### src/rtl/gci_std_display_pkg.sv
// Shared definitions for the display register bridge: register map, FSM encoding, request layout.
package gci_std_display_pkg;

  localparam logic [3:0] RESOLUT = 4'h0;
  localparam logic [3:0] MODE    = 4'h2;
  localparam logic [3:0] SIZE    = 4'h3;

  localparam int DEF_RD_TIMEOUT = 16;

  typedef enum logic [1:0] {
    ST_IDLE    = 2'd0,
    ST_RD_WAIT = 2'd1,
    ST_RSP     = 2'd2
  } state_t;

  typedef struct packed {
    logic        rw;
    logic [3:0]  addr;
    logic [31:0] data;
  } req_t;

endpackage

### src/rtl/gci_std_display_sync_fifo.sv
// In-order synchronous FIFO; head data valid one cycle after the push (no bypass).
// Full flag is registered, so a push is refused while full even if a pop happens that cycle.
module gci_std_display_sync_fifo #(
  parameter int P_WIDTH   = 37,
  parameter int P_DEPTH   = 4,
  parameter int P_DEPTH_N = 2
) (
  input  logic                 iCLOCK,
  input  logic                 iRESET_SYNC,
  input  logic                 iPUSH,
  input  logic [P_WIDTH-1:0]   iDATA,
  input  logic                 iPOP,
  output logic [P_WIDTH-1:0]   oDATA,
  output logic                 oFULL,
  output logic                 oEMPTY,
  output logic [P_DEPTH_N:0]   oCOUNT
);

  localparam int CNT_W = P_DEPTH_N + 1;

  logic [P_WIDTH-1:0]   mem [P_DEPTH];
  logic [P_DEPTH_N-1:0] wptr;
  logic [P_DEPTH_N-1:0] rptr;
  logic [CNT_W-1:0]     count;
  logic [CNT_W-1:0]     count_nxt;
  logic                 full;
  logic                 push_ok;
  logic                 pop_ok;

  assign push_ok = iPUSH && !full;
  assign pop_ok  = iPOP && (count != '0);

  always_comb begin
    count_nxt = count;
    if (push_ok && !pop_ok)
      count_nxt = count + 1'b1;
    else if (!push_ok && pop_ok)
      count_nxt = count - 1'b1;
  end

  always_ff @(posedge iCLOCK) begin
    if (iRESET_SYNC) begin
      wptr  <= '0;
      rptr  <= '0;
      count <= '0;
      full  <= 1'b0;
    end else begin
      if (push_ok)
        wptr <= wptr + 1'b1;
      if (pop_ok)
        rptr <= rptr + 1'b1;
      count <= count_nxt;
      full  <= (count_nxt == CNT_W'(P_DEPTH));
    end
  end

  // Storage needs no reset: the pointers/count decide what is valid.
  always_ff @(posedge iCLOCK) begin
    if (push_ok)
      mem[wptr] <= iDATA;
  end

  assign oDATA  = mem[rptr];
  assign oFULL  = full;
  assign oEMPTY = (count == '0);
  assign oCOUNT = count;

endmodule

### src/rtl/gci_std_display_reg_bridge.sv
// Host-to-register bridge: queued requests, write strobe at N+2, read response at N+4 (or timeout).
// Host stalls on oREQ_BUSY (queue full); the response holds while iRSP_BUSY is high.
module gci_std_display_reg_bridge
  import gci_std_display_pkg::*;
#(
  parameter int P_FIFO_DEPTH   = 4,
  parameter int P_FIFO_DEPTH_N = 2,
  parameter int P_RD_TIMEOUT   = DEF_RD_TIMEOUT
) (
  input  logic        iCLOCK,
  input  logic        iRESET_SYNC,
  input  logic        iREQ_VALID,
  output logic        oREQ_BUSY,
  input  logic        iREQ_RW,
  input  logic [3:0]  iREQ_ADDR,
  input  logic [31:0] iREQ_DATA,
  output logic        oRSP_VALID,
  input  logic        iRSP_BUSY,
  output logic [31:0] oRSP_DATA,
  output logic        oRSP_ERR,
  output logic        oREG_WR_VALID,
  output logic [3:0]  oREG_WR_ADDR,
  output logic [31:0] oREG_WR_DATA,
  output logic        oREG_RD_VALID,
  input  logic        iREG_RD_BUSY,
  output logic [3:0]  oREG_RD_ADDR,
  input  logic        iREG_RD_VALID,
  output logic        oREG_RD_BUSY,
  input  logic [31:0] iREG_RD_DATA
);

  state_t      state, state_nxt;
  req_t        req_in, head;
  logic        fifo_full, fifo_empty, pop;
  logic [P_FIFO_DEPTH_N:0] fifo_count_unused;

  logic        wr_valid_nxt, rd_valid_nxt, rsp_err_nxt;
  logic [3:0]  wr_addr_nxt, rd_addr_nxt;
  logic [31:0] wr_data_nxt, rsp_data_nxt;
  logic [4:0]  wait_cnt, wait_nxt;

  assign req_in = '{rw: iREQ_RW, addr: iREQ_ADDR, data: iREQ_DATA};

  gci_std_display_sync_fifo #(
    .P_WIDTH   ($bits(req_t)),
    .P_DEPTH   (P_FIFO_DEPTH),
    .P_DEPTH_N (P_FIFO_DEPTH_N)
  ) u_req_fifo (
    .iCLOCK      (iCLOCK),
    .iRESET_SYNC (iRESET_SYNC),
    .iPUSH       (iREQ_VALID && !iRESET_SYNC),
    .iDATA       (req_in),
    .iPOP        (pop),
    .oDATA       (head),
    .oFULL       (fifo_full),
    .oEMPTY      (fifo_empty),
    .oCOUNT      (fifo_count_unused)
  );

  always_comb begin
    state_nxt    = state;
    pop          = 1'b0;
    wr_valid_nxt = 1'b0;
    wr_addr_nxt  = oREG_WR_ADDR;
    wr_data_nxt  = oREG_WR_DATA;
    rd_valid_nxt = 1'b0;
    rd_addr_nxt  = oREG_RD_ADDR;
    rsp_data_nxt = oRSP_DATA;
    rsp_err_nxt  = oRSP_ERR;
    wait_nxt     = wait_cnt;
    case (state)
      ST_IDLE: begin
        if (!fifo_empty) begin
          if (head.rw) begin
            pop          = 1'b1;
            wr_valid_nxt = 1'b1;
            wr_addr_nxt  = head.addr;
            wr_data_nxt  = head.data;
          end else if (!iREG_RD_BUSY) begin
            pop          = 1'b1;
            rd_valid_nxt = 1'b1;
            rd_addr_nxt  = head.addr;
            wait_nxt     = 5'd0;
            state_nxt    = ST_RD_WAIT;
          end
        end
      end
      ST_RD_WAIT: begin
        if (iREG_RD_VALID) begin
          rsp_data_nxt = iREG_RD_DATA;
          rsp_err_nxt  = 1'b0;
          state_nxt    = ST_RSP;
        end else if (wait_cnt == 5'(P_RD_TIMEOUT - 1)) begin
          rsp_data_nxt = 32'h0;
          rsp_err_nxt  = 1'b1;
          state_nxt    = ST_RSP;
        end else begin
          wait_nxt = wait_cnt + 5'd1;
        end
      end
      ST_RSP: begin
        // No pop on the handshake cycle; the next request starts from IDLE.
        if (!iRSP_BUSY)
          state_nxt = ST_IDLE;
      end
      default: state_nxt = ST_IDLE;
    endcase
  end

  always_ff @(posedge iCLOCK) begin
    if (iRESET_SYNC) begin
      state         <= ST_IDLE;
      wait_cnt      <= 5'd0;
      oREG_WR_VALID <= 1'b0;
      oREG_WR_ADDR  <= 4'h0;
      oREG_WR_DATA  <= 32'h0;
      oREG_RD_VALID <= 1'b0;
      oREG_RD_ADDR  <= 4'h0;
      oRSP_DATA     <= 32'h0;
      oRSP_ERR      <= 1'b0;
    end else begin
      state         <= state_nxt;
      wait_cnt      <= wait_nxt;
      oREG_WR_VALID <= wr_valid_nxt;
      oREG_WR_ADDR  <= wr_addr_nxt;
      oREG_WR_DATA  <= wr_data_nxt;
      oREG_RD_VALID <= rd_valid_nxt;
      oREG_RD_ADDR  <= rd_addr_nxt;
      oRSP_DATA     <= rsp_data_nxt;
      oRSP_ERR      <= rsp_err_nxt;
    end
  end

  assign oREQ_BUSY    = fifo_full;
  assign oRSP_VALID   = (state == ST_RSP);
  assign oREG_RD_BUSY = (state == ST_RSP);

endmodule

### config.mk
export PLATFORM = sky130hd
export DESIGN_NAME = gci_std_display_reg_bridge
export DESIGN_NICKNAME = d
export VERILOG_FILES = /design/src/rtl/gci_std_display_pkg.sv /design/src/rtl/gci_std_display_sync_fifo.sv /design/src/rtl/gci_std_display_reg_bridge.sv
export SDC_FILE = /design/constraint.sdc
export NUM_CORES = 1
export LEC_CHECK = 0
export CORE_ASPECT_RATIO = 1.1
export CORE_MARGIN = 3
export CORE_UTILIZATION = 52
export CTS_CLUSTER_DIAMETER = 30
export CTS_CLUSTER_SIZE = 14
export DETAILED_ROUTE_END_ITERATION = 8
export PLACE_DENSITY = 0.78
export SYNTH_ARGS = -nofsm -noshare
export SYNTH_HDL_FRONTEND = slang
export SYNTH_HIERARCHICAL = 1
export SYNTH_SLANG_ARGS = --single-unit
### constraint.sdc
create_clock -name iCLOCK -period 3.9 [get_ports iCLOCK]
set_clock_uncertainty 0.1 [all_clocks]
set_input_delay 0.585 -clock iCLOCK [delete_from_list [all_inputs] [get_ports iCLOCK]]
set_output_delay 0.585 -clock iCLOCK [all_outputs]
set_load 0.02 [all_outputs]
* Word level (Yosys, flattened, before mapping)
Memory sizes are Yosys's and may differ from the RTL's. A register that Yosys moved wholly into a read port is not among the register bits. Cells that the tools add are included.
Storage, ports and cells: output and inout bits 78, word-level logic and storage cells 83, bits in writable memories 148, bits in registers 90, memories kept 1
Cells by class: $add $sub $neg 5, bitwise logic cells 4, equality and inequality tests 11, reduce and logical (&&, ||, !) cells 21, multiplexer cells 28
Memories:
- u_req_fifo.mem | words 4, bits a word 37, rd ports 1, clocked after memory_dff 1, wr ports 1, RTL line gci_std_display_sync_fifo.sv:21 | logic [P_WIDTH-1:0] mem [P_DEPTH];
Operators with widths (number):
- 2-to-1 mux 32 bit | 2
- 2-to-1 mux 5 bit | 5
- 2-to-1 mux 2 bit | 8
- != test 2 bit (second input constant) | 6
- one-hot mux 5 bit (2 select lines) | 1
- 2-to-1 mux 1 bit | 9
- 2-to-1 mux 3 bit | 2
- one-hot mux 2 bit (3 select lines) | 1
- AND reduction 6 bit | 1
- adder 5 x 1 -> 5 bit (second input constant) | 1
- equality test 5 x 4 -> 1 bit (second input constant) | 1
- logical AND 1 bit | 5
- AND reduction 5 bit | 1
- adder 2 x 1 -> 2 bit (second input constant) | 2
- zero test 1 bit | 4
- inverter 1 bit | 4
- AND reduction 4 bit | 1
- nonzero test 2 bit | 2
- OR reduction 4 bit | 1
- adder 3 x 1 -> 3 bit (second input constant) | 1
- equality test 3 bit (second input constant) | 1
- zero test 3 bit | 1
- != test 3 bit (second input constant) | 1
- AND reduction 3 bit | 1
- other kinds (7) | 7

* Depth between registers and ports, before layout
Gate-level depths: netlist of the first run.
word-level depth 9, mapped depth 9

* By module
Netlist of the first run, hierarchy kept.
By module, submodules not included:
- gci_std_display_sync_fifo | area an instance 5934.4 um^2, instances 1, cells each 250
- gci_std_display_reg_bridge | area an instance 3080.5 um^2, instances 1, cells each 374

* Worst setup path before layout of the first run
No wires, ideal clock.
path type input port to flip-flop, start in iRESET_SYNC, end mem u_req_fifo.mem[0][0], enable pin, data arrival time 2.118 ns, required time 3.402 ns, stages on the path 5, path slack 1.284 ns, path buffers 2, cells stage by stage clkbuf_1 > nor2b_1 > nor2b_4 > buf_6 > and2_1
Between the ends: word-level cells in the longest chain between the ends 5
RTL lines:
- from (decl) | RTL line gci_std_display_reg_bridge.sv:11 | input logic iRESET_SYNC,
- zero test 1 bit | RTL line gci_std_display_reg_bridge.sv:51 | .iPUSH (iREQ_VALID && !iRESET_SYNC),
- logical AND 1 bit | RTL line gci_std_display_reg_bridge.sv:51
- logical AND 1 bit | RTL line gci_std_display_sync_fifo.sv:30 | assign push_ok = iPUSH && !full;
- 2-to-1 mux 1 bit | RTL line gci_std_display_sync_fifo.sv:59 | if (push_ok)
- 2-to-1 mux 1 bit (not written as such) | RTL line gci_std_display_sync_fifo.sv:60 | mem[wptr] <= iDATA;
- to (decl) | RTL line gci_std_display_sync_fifo.sv:21
Every way passes these cells.

* Worst setup path in the final report of the first run
start reg state[1], end out oRSP_VALID
Between the ends: word-level cells in the longest chain between the ends 1
RTL lines:
- from (decl) | RTL line gci_std_display_reg_bridge.sv:32 | state_t state, state_nxt;
- from (signal assigned) | RTL line gci_std_display_reg_bridge.sv:122 | state <= state_nxt;
- equality test 2 bit | RTL line gci_std_display_reg_bridge.sv:135 | assign oRSP_VALID = (state == ST_RSP);
- to (decl) | RTL line gci_std_display_reg_bridge.sv:17 | output logic oRSP_VALID,
Every way passes these cells.

==> results.json, run 1 <==
{
  "clk_path_buf_depth": 3,
  "dieArea_sq_um": 19000,
  "syn_avg_cell_area_sq_um": 14.4,
  "crit_arrival_ns": 2.02,
  "die_h_um": 144,
  "hold_viol": 0,
  "pre_cts_ws_ns": 1.01,
  "pin_count": 153,
  "clock_latency_ns": 0.52,
  "initial_utilization": 0.541,
  "final_cell_mix": "clkdlybuf4s50_1 (151), edfxtp_1 (148), nand2_1 (109), dfxtp_1 (90), a21oi_1 (77)",
  "drive_gt1_frac": 0.168,
  "ys_ff_latch": 240,
  "antenna_cells": 0,
  "startpoint_type": "flop",
  "crit_path_end": "oRSP_VALID",
  "synth_cells": 624,
  "die_width_um": 132,
  "p_leak_nw": 3.92,
  "critPathBufInv": 1,
  "synth-simple-area-share": 0.0812,
  "rsz0062_at_grt": "false",
  "area_growth_syn_to_layout_pct": 32.1,
  "fin_ws_ns": 1.20,
  "pwr_density_cell_nw_per_um2": 624,
  "coreArea_sq_um": 16700,
  "r2r_start": "u_req_fifo/oCOUNT[1]",
  "reg2reg_depth": 8,
  "cp_max_fo": 11,
  "dp_hpwl_um": 11900,
  "post_cts_buffers": 0,
  "path_delay_family": "buffers and inverters",
  "holdBufCountCts": 0,
  "fin_crit_sh": 0.692,
  "worst_ep_required_time_ns": 3.21,
  "rrSetupSlack_ns": 1.51,
  "finalSetupTns_ns": 0,
  "cts_buffers": 39,
  "critPathKind": "reg2out",
  "cts_tree": "yes",
  "vdd_drop_max_mv": 0.483,
  "nets": 870,
  "viasPerCell": 5.53,
  "slowest_delay_ns": 0.66,
  "dr_total_vias": 5785,
  "synth_top_family_by_area": "multiplexers",
  "yosysSeqAreaShare": 0.697,
  "antenna_left": 0,
  "end_kind": "output port",
  "grt_usage": 0.214,
  "grt_pass1_vias": 6096,
  "synth_xor_area_frac": 0.00874,
  "crit_slowest_cell": "clkdlybuf4s50_1",
  "crit_path_start": "state[1]",
  "cts_resized": 0,
  "fp-row-count": 49,
  "synthMuxAreaShare": 0.0947,
  "clk_pin_slew_ns": 0.05,
  "routabilityCongestion": 0.759,
  "path_cells": "nor2b_1, clkdlybuf4s50_1",
  "slew_viol_final": 0,
  "wl_per_cell_um": 19.4,
  "min_path_type": "reg2reg",
  "cts-root-buf": "clkbuf_16",
  "drv_cap": 0,
  "antenna_found_initial": 1,
  "fmax_mhz": 370,
  "setup_viol": 0,
  "netlist_area_sq_um": 9010,
  "syn_nets": 708,
  "routed_wl_um": 20300,
  "yosysUniqueCellTypes": 47,
  "grt_overflow": 0,
  "port_buffers": 152,
  "finalCriticalPeriod_ns": 2.70,
  "drtIter0Drc": 449,
  "h-tree-depth": 2,
  "grt_pass1_wl_um": 32200,
  "r2r-end": "u_req_fifo/oFULL",
  "status": "finished clean",
  "path_depth": 2,
  "yosys_warnings": 6,
  "firstDrtPassIters": 5,
  "tightest_slew_ns": 1.06,
  "synth_fa_ha_area_frac": 0.0125,
  "cts_sinks": 240,
  "synth_compound_area_frac": 0.0738,
  "max-slew-margin-rel": 0.294,
  "grt_max_degree": 93,
  "drc": 0,
  "final_common_cell": "clkdlybuf4s50_1"
}
[Yosys cell counts, drive strengths merged]
cell type,instances,area [sq um]
o211ai,3,22.5
a21oi,77,385
a31o,1,8.76
o21ai,38,190
inv,7,26.3
nor3,6,30.0
and3,1,6.26
xor2,1,8.76
ha,9,113
nor3b,1,12.5
mux2i,2,20.0
and2,4,25.0
a31oi,1,6.26
nor2,10,37.5
or3,2,12.5
a211oi,2,20.0
nand2,109,409
clkbuf,19,72.6
xnor2,5,70.1
mux4,37,833
nor4bb,1,16.3
nand2b,4,25.0
a41oi,1,8.76
nand3b,1,7.51
a311oi,1,8.76
buf,23,188
or2,2,12.5
nand3,4,20.0
edfxtp,148,4440
nor4b,2,38.8
and3b,1,8.76
nor2b,5,46.3
dfxtp,92,1840
or4b,2,23.8
o21a,2,15.0
[worst min-delay path by stage]
stage / cells past startpoint / slack, ns / to / startpoint
6_report: 2 / 0.36 / oREG_WR_DATA[3] / oREG_WR_DATA[3]
5_1_grt: 2 / 0.38 / oREG_WR_ADDR[2] / oREG_WR_ADDR[2]
4_1_cts: 2 / 0.36 / oREG_WR_ADDR[2] / oREG_WR_ADDR[2]
3_5_place_dp: 2 / 0.35 / oREG_WR_DATA[26] / oREG_WR_DATA[26]
3_3_place_gp: 2 / 0.34 / oREG_WR_DATA[9] / oREG_WR_DATA[9]
2_1_floorplan: 1 / 0.34 / wait_cnt[3] / wait_cnt[3]
[layer usage]
metal	wire, um	up-vias	part of all wire	track usage
met5	13	-	0.00064	0
met2	9830	279	0.48	0.363
met3	1680	61	0.083	0.0665
met1	8010	2821	0.40	0.257
li1	-	2622	-	-
met4	731	2	0.036	0.0934
[kinds of logic (layout without fill, tap and decap cells)]
logic type                 Yosys count  count (layout)
DFF                                240             240
and+or+nand+nor                    155             155
AOI/OAI and AO/OA                  126             126
buffers and inverters               49             242
muxes                               39              39
adders and majority gates            9               9
xor gates and xnor gates             6               6
[worst min-delay path: stages, from the launching register on]
cell and delay [ns]:
dfxtp_1 0.30, nand2_1 0.05, a21oi_1 0.05
[where the power goes]
| part | switching (mW) | internal [mW] |
|---|---|---|
| logic | 0.678 | 0.562 |
| registers | 0.0885 | 2.87 |
| clock network | 1.21 | 2.03 |
| total | 1.97 | 5.46 |
[through the flow]
step                power (mW)  instance area (sq um)   util  std cells  hold WS, ns
global placement          4.21                  10700  0.639        974        0.343
detailed placement        4.25                  10700  0.639        974        0.350
finish                    7.44                  11900  0.714       1046        0.357
CTS                       7.51                  11900  0.714       1046        0.360
floorplan                 3.82                   9010      -        624        0.343
global route              7.72                  11900  0.714       1046        0.378
[sequential cells by signal, indices dropped and copies added, names as in the netlist, named ones only]
register,flops
u_req_fifo/oFULL,1
oREG_RD_VALID,1
oREG_WR_VALID,1
u_req_fifo/mem,148
state,2
u_req_fifo/oCOUNT,3
oREG_WR_ADDR,4
wait_cnt,5
oREG_WR_DATA,32
oRSP_DATA,32
oREG_RD_ADDR,4
oRSP_ERR,1
u_req_fifo/rptr,2
u_req_fifo/wptr,2
[layout make-up]
type / count / area (sq um)
flip-flops and latches: 240 / 6290
well taps: 229 / 287
clock inverters: 26 / 208
multi-input cells: 335 / 2450
fillers: 1063 / 4760
inverters: 7 / 26.3
clock buffers: 46 / 1050
repair buffers: 163 / 1600
Note: power is estimated with default switching activity, not from simulation.
==> inputs of run 2 (changes only) <==
==> constraint.sdc (replaced) <==
create_clock -name iCLOCK -period 2.5 [get_ports iCLOCK]
set_clock_uncertainty 0.1 [all_clocks]
set_input_delay 0.375 -clock iCLOCK [delete_from_list [all_inputs] [get_ports iCLOCK]]
set_output_delay 0.375 -clock iCLOCK [all_outputs]
set_load 0.02 [all_outputs]
==> results.json, run 2 (synthesis gave the netlist of run 1 again) <==
{
  "slew_viol_final": 0,
  "clk_path_buf_depth": 3,
  "fmax_mhz": 418,
  "crit_arrival_ns": 1.92,
  "top_regs": "u_req_fifo/mem (148), oREG_WR_DATA (32), oRSP_DATA (32)",
  "pin_count": 153,
  "routabilityCongestion": 0.779,
  "final_cell_mix": "clkdlybuf4s50_1 (151), edfxtp_1 (148), nand2_1 (109), dfxtp_1 (90), a21oi_1 (77)",
  "setup_viol": 0,
  "final_cells": 1052,
  "fp-row-count": 49,
  "fillers": 1101,
  "gr-usage-met1": 0.261,
  "cp_max_fo": 10,
  "die_h_um": 144,
  "p_leak_nw": 4.03,
  "drive_gt1_frac": 0.175,
  "antenna_found_initial": 0,
  "regArea_sq_um": 6290,
  "grt_max_degree": 93,
  "tightest_slew_ns": 0.976,
  "max-slew-margin-rel": 0.349,
  "die_width_um": 132,
  "cts-root-buf": "clkbuf_16",
  "largest_register_ffs": 148,
  "dr_total_vias": 5684,
  "finalCriticalPeriod_ns": 2.39,
  "clock_latency_ns": 0.50,
  "viasPerCell": 5.40,
  "final_cell_area_sq_um": 12200,
  "regMostFlops": "u_req_fifo/mem",
  "dpl.cell_count": 979,
  "holdBufCountCts": 0,
  "antenna_left": 0,
  "firstDrtPassIters": 6,
  "grt_usage": 0.212,
  "grt_pass1_vias": 6170,
  "status": "finished clean",
  "drtIter0Drc": 303,
  "fin_crit_sh": 0.957,
  "routed_wl_um": 19600,
  "met3_usage": 0.0525,
  "reg2reg_depth": 8,
  "port_buffers": 152,
  "multi_input_area_sq_um": 2450,
  "grt_pass1_wl_um": 32000,
  "startpoint_type": "flop",
  "worst_ep_required_time_ns": 2.03,
  "area_growth_syn_to_layout_pct": 34.8,
  "rsz0062_at_grt": "false",
  "drc": 0,
  "worstHoldPathCells": 5,
  "h-tree-depth": 2,
  "vdd_drop_max_mv": 1.02,
  "pwr_density_cell_nw_per_um2": 1000,
  "drv_cap": 0,
  "cts_buffers": 40,
  "min_path_type": "in2reg",
  "post_cts_buffers": 0,
  "dp_hpwl_um": 11700,
  "initial_utilization": 0.541,
  "end_kind": "output port",
  "top_usage_layer": "met2",
  "critPathKind": "reg2out",
  "grt_overflow": 0,
  "final_common_cell": "clkdlybuf4s50_1",
  "dieArea_sq_um": 19000,
  "finalSetupTns_ns": 0,
  "cts_sinks": 240,
  "met2_usage": 0.371,
  "clk_pin_slew_ns": 0.05,
  "antenna_cells": 0,
  "cts_resized": 0,
  "place_area_sq_um": 10800,
  "wl_per_cell_um": 18.6,
  "coreArea_sq_um": 16700,
  "hold_viol": 0,
  "cts_tree": "yes",
  "nets": 877
}
## run 2: changes by cell type in the layout (fill, tap and decap cells not counted), sizes merged
cell      before  now
buf           12   18
clkinvlp       5    3
inv           14   18
bufinv         1    5
clkinv        13    7
## run 2: power by group
group | leakage, nW | internal, mW | switching, mW
registers | 2.09 | 4.48 | 0.131
clock network | 0.684 | 3.66 | 1.91
logic | 1.25 | 0.926 | 1.07
## run 2: worst max-delay path, cell delays in order (launching register included)
cell             delay [ns]
dfxtp_1                0.32
buf_4                  0.18
nor2b_1                0.27
clkdlybuf4s50_1        0.66
## run 2: final timing paths
check                        startpoint  slack [ns]                  to
setup / recovery               state[1]        0.11          oRSP_VALID
hold / removal              iRESET_SYNC        0.24  u_req_fifo/wptr[1]
setup reg to reg  u_req_fifo/mem[1][36]        0.28    u_req_fifo/oFULL
hold reg to reg         oREG_WR_DATA[3]        0.35     oREG_WR_DATA[3]
## run 2: layout make-up
| class | count | area share |
|---|---|---|
| flip-flops and latches | 240 | 0.517 |
| multi-input cells | 335 | 0.201 |
| repair buffers | 169 | 0.141 |
| clock buffers | 46 | 0.0885 |
| clock inverters | 26 | 0.0263 |
| well taps | 229 | 0.0236 |
| inverters | 7 | 0.00216 |
## run 2: per-stage QoR
step	utilization	worst slack, ns	power, mW	hold slack [ns]
after floorplan	-	0.0939	5.97	0.343
after global placement	0.645	0.218	6.63	0.344
after detailed placement	0.645	0.0485	6.69	0.349
after CTS	0.728	0.105	12.3	0.229
after global routing	0.729	0.0214	12.7	0.268
final	0.729	0.108	12.2	0.239
## run 2: per-layer routing
metal	routed length (um)	part of all wire	vias up
met4	421	0.022	0
li1	-	-	2643
met1	7860	0.40	2757
met3	1460	0.074	38
met2	9840	0.50	246
met5	0	0	-
==> inputs of run 3 (changes only) <==
--- a/config.mk
+++ b/config.mk
@@ -11,7 +11,7 @@
 export CTS_CLUSTER_DIAMETER = 30
 export CTS_CLUSTER_SIZE = 14
 export DETAILED_ROUTE_END_ITERATION = 8
-export PLACE_DENSITY = 0.78
+export PLACE_DENSITY_LB_ADDON = 0.05
 export SYNTH_ARGS = -nofsm -noshare
 export SYNTH_HDL_FRONTEND = slang
 export SYNTH_HIERARCHICAL = 1
==> results.json, run 3 (synthesis gave the netlist of run 1 again) <==
{
  "pre_cts_ws_ns": 0.104,
  "coreArea_sq_um": 16700,
  "fp-row-count": 49,
  "pin_count": 153,
  "status": "finished clean",
  "port_buffers": 152,
  "r2r_start": "u_req_fifo/oCOUNT[0]",
  "cts_sinks": 240,
  "area_growth_syn_to_layout_pct": 35.9,
  "p_int_mw": 8.97,
  "cts_tree": "yes",
  "final_cell_mix": "clkdlybuf4s50_1 (149), edfxtp_1 (148), nand2_1 (109), dfxtp_1 (90), a21oi_1 (77)",
  "viasPerCell": 5.34,
  "dieArea_sq_um": 19000,
  "drtIter0Drc": 278,
  "whs_ns": 0.320,
  "cts_buffers": 40,
  "max-slew-margin-rel": 0.325,
  "grt_max_degree": 93,
  "final_common_cell": "clkdlybuf4s50_1",
  "holdBufCountCts": 0,
  "drive_gt1_frac": 0.180,
  "clock_latency_ns": 0.52,
  "met2_usage": 0.351,
  "startpoint_type": "flop",
  "dr_total_vias": 5658,
  "p_seq_frac": 0.383,
  "routed_wl_um": 19500,
  "p_leak_nw": 4.09,
  "finalCriticalPeriod_ns": 2.33,
  "initial_utilization": 0.541,
  "end_kind": "flop",
  "top_usage_layer": "met2",
  "rsz0062_at_grt": "false",
  "antenna_cells": 0,
  "finalSetupTns_ns": 0,
  "crit_arrival_ns": 2.59,
  "gr-usage-met1": 0.262,
  "die_h_um": 144,
  "cp_max_fo": 7,
  "p_sw_frac": 0.256,
  "die_width_um": 132,
  "worst_ep_required_time_ns": 2.76,
  "setup_viol": 0,
  "clk_path_buf_depth": 3,
  "cts-root-buf": "clkbuf_16",
  "firstDrtPassIters": 4,
  "antenna_found_initial": 0,
  "grt_pass1_vias": 5864,
  "largest_register_ffs": 148,
  "fin_crit_sh": 0.934,
  "min_path_type": "in2reg",
  "grt_pass1_wl_um": 31100,
  "pwr_density_cell_nw_per_um2": 985,
  "antenna_left": 0,
  "fin_ws_ns": 0.165,
  "dp_hpwl_um": 11600,
  "fmax_mhz": 428,
  "drc": 0,
  "slew_viol_final": 0,
  "grt_usage": 0.208,
  "utilization": 0.735,
  "routabilityCongestion": 0.789,
  "critPathKind": "reg2reg",
  "regMostFlops": "u_req_fifo/mem",
  "pwr-share-clk": 0.446,
  "nets": 883,
  "grt_overflow": 0,
  "h-tree-depth": 2,
  "netSwitchingPower_mw": 3.09,
  "hp-start": "iREG_RD_DATA[3]",
  "crit_path_start": "u_req_fifo/oCOUNT[0]",
  "vdd_drop_max_mv": 0.990,
  "met3_usage": 0.0498,
  "power_mw": 12.1,
  "hold_viol": 0,
  "drv_cap": 0,
  "top_regs": "u_req_fifo/mem (148), oREG_WR_DATA (32), oRSP_DATA (32)",
  "wl_per_cell_um": 18.4,
  "power_frac_comb": 0.171,
  "tightest_slew_ns": 1.01,
  "clk_pin_slew_ns": 0.05
}
run 3: layer usage:
layer  up-vias  wire length (um)
met5         -                 0
met1      2778              8200
li1       2664                 -
met3        42              1090
met4         0               493
met2       174              9710
run 3: metrics by stage:
| step | area (sq um) | cells |
|---|---|---|
| 6_report | 12200 | 1059 |
| 5_1_grt | 12200 | 1059 |
| 4_1_cts | 12200 | 1056 |
| 3_5_place_dp | 10800 | 983 |
| 3_3_place_gp | 10800 | 983 |
| 2_1_floorplan | 9010 | 624 |
run 3: path summary, 6_finish.rpt:
path | endpoint | slack [ns] | depth (start not counted)
worst min register to register | oREG_WR_DATA[29] | 0.35 | 2
worst max register to register | u_req_fifo/oFULL | 0.17 | 9
worst max-delay path | u_req_fifo/oFULL | 0.17 | 9
worst min-delay path | oRSP_DATA[3] | 0.32 | 3
run 3: repair_timing:
| action | 4_1_cts | 5_1_grt |
|---|---|---|
| setup endpoints to repair | 0 | 3 |
| resized for setup | 0 | 3 |
| hold endpoints to repair | 0 | 0 |
| buffers inserted | 0 | 3 |
run 3: cell type report:
type | count | area, sq um
flip-flops and latches | 240 | 6290
well taps | 229 | 287
multi-input cells | 335 | 2450
clock buffers | 47 | 1070
fillers | 1130 | 4430
repair buffers | 175 | 1830
inverters | 7 | 26.3
clock inverters | 26 | 290
run 3: power by group through the flow:
stage	Combinational [mW]	Clock (mW)	Sequential (mW)
detailed placement	2.03	0	4.69
floorplan	1.10	0	4.87
finish	2.06	5.38	4.62
CTS	2.05	5.49	4.62
global placement	2.00	0	4.68
global route	2.23	5.68	4.64
run 3: worst max-delay path, stage by stage (launching register included):
cell and delay, ns:
dfxtp_1 0.36, inv_2 0.08, ha_1 0.20, ha_1 0.30, nor3_2 0.26, nor2b_4 0.27, buf_12 0.14, xnor2_4 0.08
a211oi_2 0.30, nor4bb_2 0.08
